`config.mk`:
```
export PLATFORM = sky130hd
export DESIGN_NAME = if_stage
export DESIGN_NICKNAME = d
export VERILOG_FILES = /design/src/rtl/if_stage.sv
export SDC_FILE = /design/constraint.sdc
export NUM_CORES = 1
export LEC_CHECK = 0
export BUFFER_PORTS_ARGS = -buffer_cell sky130_fd_sc_hd__buf_4
export CAP_MARGIN = 20
export CORE_UTILIZATION = 50
export DETAILED_ROUTE_END_ITERATION = 12
export PLACE_DENSITY = 0.75
export SLEW_MARGIN = 20
export SYNTH_ARGS = -nofsm -noshare
export SYNTH_HDL_FRONTEND = slang
export SYNTH_SLANG_ARGS = --single-unit
```
`constraint.sdc`:
```
create_clock -name clk -period 6.4 [get_ports clk]
set_input_delay 0.32 -clock clk [delete_from_list [all_inputs] [get_ports clk]]
set_output_delay 0.32 -clock clk [all_outputs]
set_load 0.02 [all_outputs]
```
`src/rtl/if_stage.sv`:
```
// ---------------------------------------------------------------------------
// if_stage -- instruction fetch stage
//
// Issues one instruction-SRAM request at a time (req/addr_ok handshake
// followed by data_ok), delivers fetched instructions in program order
// through an output register backed by a single skid entry, honours
// decode back-pressure (stall), and flushes on redirect. A misaligned
// fetch PC produces a single address-error entry, after which the stage
// idles until the next redirect.
//
// Ports
//   clk, rst           rising-edge clock, asynchronous active-high reset
//   stall              decode cannot accept the presented instruction
//   redirect           one-cycle pulse: refetch from redirect_pc
//   redirect_pc[31:0]  new fetch PC, sampled when redirect=1
//   inst_req           SRAM request
//   inst_addr[31:0]    SRAM request address (fetch PC)
//   inst_addr_ok       SRAM accepted the request this cycle
//   inst_data_ok       SRAM read data valid this cycle
//   inst_rdata[31:0]   SRAM read data
//   if_valid           if_pc/if_inst/op/funct/if_adel hold a live entry
//   if_pc[31:0]        PC of the presented entry
//   if_inst[31:0]      presented instruction
//   op[5:0]            if_inst[31:26]
//   funct[5:0]         if_inst[5:0]
//   if_adel            presented entry is a misaligned-fetch exception
// ---------------------------------------------------------------------------
module if_stage #(
  parameter logic [31:0] RESET_PC = 32'hBFC00000
) (
  input  logic        clk,
  input  logic        rst,
  input  logic        stall,
  input  logic        redirect,
  input  logic [31:0] redirect_pc,
  output logic        inst_req,
  output logic [31:0] inst_addr,
  input  logic        inst_addr_ok,
  input  logic        inst_data_ok,
  input  logic [31:0] inst_rdata,
  output logic        if_valid,
  output logic [31:0] if_pc,
  output logic [31:0] if_inst,
  output logic [5:0]  op,
  output logic [5:0]  funct,
  output logic        if_adel
);

  typedef enum logic [1:0] {
    S_REQ  = 2'd0,
    S_WAIT = 2'd1,
    S_ERR  = 2'd2
  } state_t;

  state_t      state, state_d;
  logic        cancel, cancel_d;
  logic [31:0] fetch_pc;

  logic        skid_valid;
  logic [31:0] skid_pc;
  logic [31:0] skid_inst;
  logic        skid_adel;

  // Entry produced this cycle (fetched instruction or address error).
  logic        deliver;
  logic [31:0] ent_pc;
  logic [31:0] ent_inst;
  logic        ent_adel;
  logic        consume;

  assign inst_addr = fetch_pc;
  assign op        = if_inst[31:26];
  assign funct     = if_inst[5:0];
  assign consume   = if_valid & ~stall;

  // NOTE: every signal written here gets a default first, so no path
  // through the block leaves a value unassigned and no latch is inferred.
  always_comb begin
    state_d  = state;
    cancel_d = cancel;
    inst_req = 1'b0;
    deliver  = 1'b0;
    ent_pc   = fetch_pc;
    ent_inst = inst_rdata;
    ent_adel = 1'b0;

    unique case (state)
      S_REQ: begin
        // A full skid entry means there is nowhere to put another result.
        if (!skid_valid) begin
          if (fetch_pc[1:0] != 2'b00) begin
            deliver  = 1'b1;
            ent_inst = 32'h0;
            ent_adel = 1'b1;
            state_d  = S_ERR;
          end else begin
            inst_req = 1'b1;
            if (inst_addr_ok) state_d = S_WAIT;
          end
        end
      end
      S_WAIT: begin
        if (inst_data_ok) begin
          state_d = S_REQ;
          if (cancel) cancel_d = 1'b0;
          else        deliver  = 1'b1;
        end
      end
      S_ERR: ;
      default: state_d = S_REQ;
    endcase

    // Redirect wins over everything. A request still in flight after this
    // cycle must have its data_ok swallowed, which is what cancel tracks.
    if (redirect) begin
      deliver = 1'b0;
      if ((state == S_WAIT && !inst_data_ok) ||
          (state == S_REQ && inst_req && inst_addr_ok)) begin
        state_d  = S_WAIT;
        cancel_d = 1'b1;
      end else begin
        state_d  = S_REQ;
        cancel_d = 1'b0;
      end
    end

    // The state register sits at its reset value while rst is held, so
    // the request has to be masked explicitly.
    if (rst) inst_req = 1'b0;
  end

  // NOTE: sequential state uses non-blocking assignments so every register
  // samples pre-edge values regardless of statement order.
  always_ff @(posedge clk or posedge rst) begin
    if (rst) begin
      state    <= S_REQ;
      cancel   <= 1'b0;
      fetch_pc <= RESET_PC;
    end else begin
      state  <= state_d;
      cancel <= cancel_d;
      if (redirect)                 fetch_pc <= redirect_pc;
      else if (deliver && !ent_adel) fetch_pc <= fetch_pc + 32'd4;
    end
  end

  always_ff @(posedge clk or posedge rst) begin
    if (rst) begin
      if_valid   <= 1'b0;
      if_pc      <= 32'h0;
      if_inst    <= 32'h0;
      if_adel    <= 1'b0;
      skid_valid <= 1'b0;
      skid_pc    <= 32'h0;
      skid_inst  <= 32'h0;
      skid_adel  <= 1'b0;
    end else if (redirect) begin
      if_valid   <= 1'b0;
      skid_valid <= 1'b0;
    end else if (consume && skid_valid) begin
      // Older skid entry goes first to keep program order.
      if_pc   <= skid_pc;
      if_inst <= skid_inst;
      if_adel <= skid_adel;
      if (deliver) begin
        skid_pc   <= ent_pc;
        skid_inst <= ent_inst;
        skid_adel <= ent_adel;
      end else begin
        skid_valid <= 1'b0;
      end
    end else if (consume || !if_valid) begin
      if (deliver) begin
        if_valid <= 1'b1;
        if_pc    <= ent_pc;
        if_inst  <= ent_inst;
        if_adel  <= ent_adel;
      end else begin
        if_valid <= 1'b0;
      end
    end else if (deliver) begin
      // Output register is held by stall: park the new entry.
      skid_valid <= 1'b1;
      skid_pc    <= ent_pc;
      skid_inst  <= ent_inst;
      skid_adel  <= ent_adel;
    end
  end

endmodule
```
==> summary.txt <==
Drt
  • WL final: ~19,000 microns
  • Average routed wire per standard cell: between 15 and 20 microns
  • DRT Pass-1 Iters: 5
  • DRC Markers: 0
  • Via Count: between 6,000 and 7,000
  • Vias per cell: roughly 5.4
  • Final antenna-violating net count: 0
  • Number of DRC markers in iteration 0: between 400 and 500

Timing
  • Period Utilization, post-route: between 50% and 60%
  • Final Hold Fails: 0
  • RSZ-0062 raised after global routing: false
  • Clock skew: roughly 5.3 ps
  • Setup TNS: 0 ps
  • Max frequency: roughly 0.28 GHz
  • Fin crit period: around 3500 ps
  • Least-Margin Pin Slew: approximately 1000 ps
  • Pins Over Slew Limit: 0
  • Max-slew headroom: about 33%
  • Final setup violation count: 0

Power and ir drop
  • Combinational group share of total power: between 30% and 40%
  • Part of the power in the clock network: between 20% and 30%
  • Leak: about 5.2 nW
  • Peak VDD IR: 0.2347 mV
  • Register share of total power: about 41%
  • Psw: around 1.5 mW
  • P_int: 2.833 mW
  • PwrDens: between 400 and 500 nW/um^2
  • Sw frac: between 30% and 40%

Yosys
  • Yosys reg bits: ~170
  • Yosys warns: 0
  • Number of distinct library cells after synthesis: 49
  • Syn nets: slightly below 900
  • Avg Cell Area, Syn: between 10 and 15 sq um
  • Share of the synthesized area in the top cell type: a little under half
  • Top post-synthesis cells by area: dfrtp_1 (48%), mux2_2 (9.3%), mux2i_1 (8.0%)
  • Syn Inst Count: slightly above 800
  • Most frequent cells after synthesis: dfrtp_1 (158), nand2_1 (152), inv_1 (69)
  • Asr flop ratio synth: 100.0%
  • Most used flip-flop cell after synthesis: dfrtp_1
  • Mapped Area: ~8200 sq um
  • Seq/Total Area, Yosys: around half
  • Most numerous cell in the Yosys netlist: dfrtp_1
  • Post-synth EDFFs: 0
  • Leading area contributor after synthesis: dfrtp_1

Cells and area
  • Register Area: 4190 sq um
  • Post-layout instance area: ~10,000 sq um
  • FILL cells: approximately 1,400
  • P&R area growth vs syn: 23.67%
  • Area of the multi-input gates: about 3500 sq um
  • Final net count: 1,025
  • Number of diodes: 0
  • Share of cells above drive strength 1: a little under a third

Global route
  • First-pass GRT wire length: between 30,000 and 40,000 microns
  • All-Layer GR Usage: around a quarter
  • Vias in the first global route: between 6,000 and 7,000
  • Initial antenna violation count: 0
  • Largest net degree at the start of global routing: between 100 and 150
  • Gr ovfl total: 0

Critical path
  • Capturing point of the worst reg2reg path: if_pc[20]$_DFFE_PP0P_
  • Bufs and invs on worst path: 2
  • Startpoint types: flip-flop
  • Data arrival time at the worst-slack endpoint: a little under 4000 ps
  • Most frequent CP cell: buf_4
  • CP peak stage delay: around 710 ps
  • Reg2reg start: inst_addr[0]$_DFFE_PP0P_
  • Crit path max fanout: 42
  • Critical setup path kind: reg -> reg
  • Reg2Reg Depth: 5
  • Crit-path cells: o21ai_4, buf_4, a311o_2, buf_4, mux2_2
  • Slowest cell on the critical path: o21ai_4
  • CP Capture Type: flip-flop
  • FF-to-FF setup slack: between 2000 and 3000 ps
  • Largest delay share family, worst path: compound AO/OA/AOI/OAI gates
  • CP required: 6710 ps

Placed design
  • DP Wirelength: about 13,000 microns
  • Placed cell areas: between 9000 and 10,000 sq um
  • PortBufs: 180
  • RePlAce Congestion: 0.7887

Floorplanning
  • Num ports: ~180
  • Rows: between 40 and 50
  • Die Y-Extent: about 130 microns
  • Core area: 16,000 sq um
  • Die Wd: around 130 microns
  • Full die area: about 17,000 sq um
  • Initial Util: around half

Clock tree
  • CTS tree: yes
  • Clk slew on worst S/H paths: ~60 ps
  • Maximum root-to-sink buffer count: 2
  • CTS root buffer: clkbuf_16
  • Post-CTS Setup Bufs: 0
  • Clock Latency Late Sink: 420 ps
  • H-tree depth: 4
  • Resized cells post-CTS: 0
  • Hold Buf Count CTS: 0
  • Clk sinks: about 170
  • Num CTS Buffers: 17

Run
  • Max-cap check violation count: 0

Run status
  • Status: finished, final reports clean

Worst hold path
  • Worst Hold Class: in -> async
state kept, by name (all words and copies together) (netlist names):
name	count
state	2
if_inst	32
skid_adel	1
if_pc	32
skid_inst	32
if_valid	1
skid_pc	32
inst_addr	32
cancel	1
if_adel	1
skid_valid	1
cells by family (layout without fill, tap and decap cells):
group	Yosys count	after routing	synth area share [%]
adder cells (fa/ha/maj)	1	1	0.1518
flip-flops	167	167	50.84
buffers and inverters	134	286	7.044
AO/OA/AOI/OAI	94	94	7.333
AND/OR/NAND/NOR	277	277	16.58
multiplexers	134	134	17.31
XOR/XNOR	7	7	0.7439
stage by stage:
step,power [mW],hold WS [ps],utilization (%),cells,setup WS [ps]
4_1_cts,4.333,95.61,63.70,1182,2797
5_1_grt,4.558,97.09,63.70,1182,2610
3_3_place_gp,3.252,487.0,60.06,1151,2904
2_1_floorplan,2.720,430.9,-,814,1577
3_5_place_dp,3.307,492.7,60.06,1151,2809
6_report,4.304,88.16,63.70,1182,2851
worst max-delay path by stage:
| stage | depth (start not counted) | to | slack [ps] | start |
|---|---|---|---|---|
| 3_3_place_gp | 5 | if_pc[18]$_DFFE_PP0P_ | 2900 | inst_addr[0]$_DFFE_PP0P_ |
| 2_1_floorplan | 1 | cancel$_DFFE_PP0P_ | 1580 | rst |
| 6_report | 5 | if_pc[20]$_DFFE_PP0P_ | 2850 | inst_addr[0]$_DFFE_PP0P_ |
| 4_1_cts | 5 | if_pc[20]$_DFFE_PP0P_ | 2800 | inst_addr[0]$_DFFE_PP0P_ |
| 3_5_place_dp | 5 | if_pc[20]$_DFFE_PP0P_ | 2810 | inst_addr[0]$_DFFE_PP0P_ |
| 5_1_grt | 5 | if_pc[20]$_DFFE_PP0P_ | 2610 | inst_addr[0]$_DFFE_PP0P_ |
layout make-up:
cell class,count,area share [%]
sequential,167,41.11
timing repair buffer,185,13.63
inverter,70,2.627
multi-input combinational,513,34.27
clock buffer,23,4.493
tap,216,2.652
clock inverter,8,1.215
layout by cell type (no fill, tap or decap), types with 7 or more instances in the layout:
cell       netlist  final
dfrtp_1        158    158
o31ai_1         14     14
clkbuf_16        0     17
nand3_1         16     16
nand4_1          7      7
and2_1          29     29
or4_1           18     18
a31oi_1         49     49
inv_1           69     68
mux2_2          68     68
nor2_1          23     23
nand2_1        152    152
o21ai_0         16     16
mux2i_1         66     66
buf_4           13    185
dfstp_2          9      9
power groups by stage:
stage / clock [mW] / combinational [mW] / sequential, mW
3_3_place_gp: 0 / 1.49 / 1.77
2_1_floorplan: 0 / 0.728 / 1.99
5_1_grt: 1.09 / 1.65 / 1.82
4_1_cts: 1.04 / 1.53 / 1.77
3_5_place_dp: 0 / 1.52 / 1.78
6_report: 1.03 / 1.51 / 1.77
per-layer routing:
metal,vias up,track usage [%],routed length (microns)
li1,3052,-,-
met1,3156,33.32,8837
met2,200,37.55,9176
met3,24,4.438,1028
met4,0,8.722,329
met5,-,0,0
worst reg2reg max path, delay by kind of cell (launching register included):
kind                   cells  cell delay [ps]
muxes                      1              450
buffers and inverters      2             1160
AOI/OAI and AO/OA          2             1370
DFF                        1              460
Power figures use the tool's default switching activity.
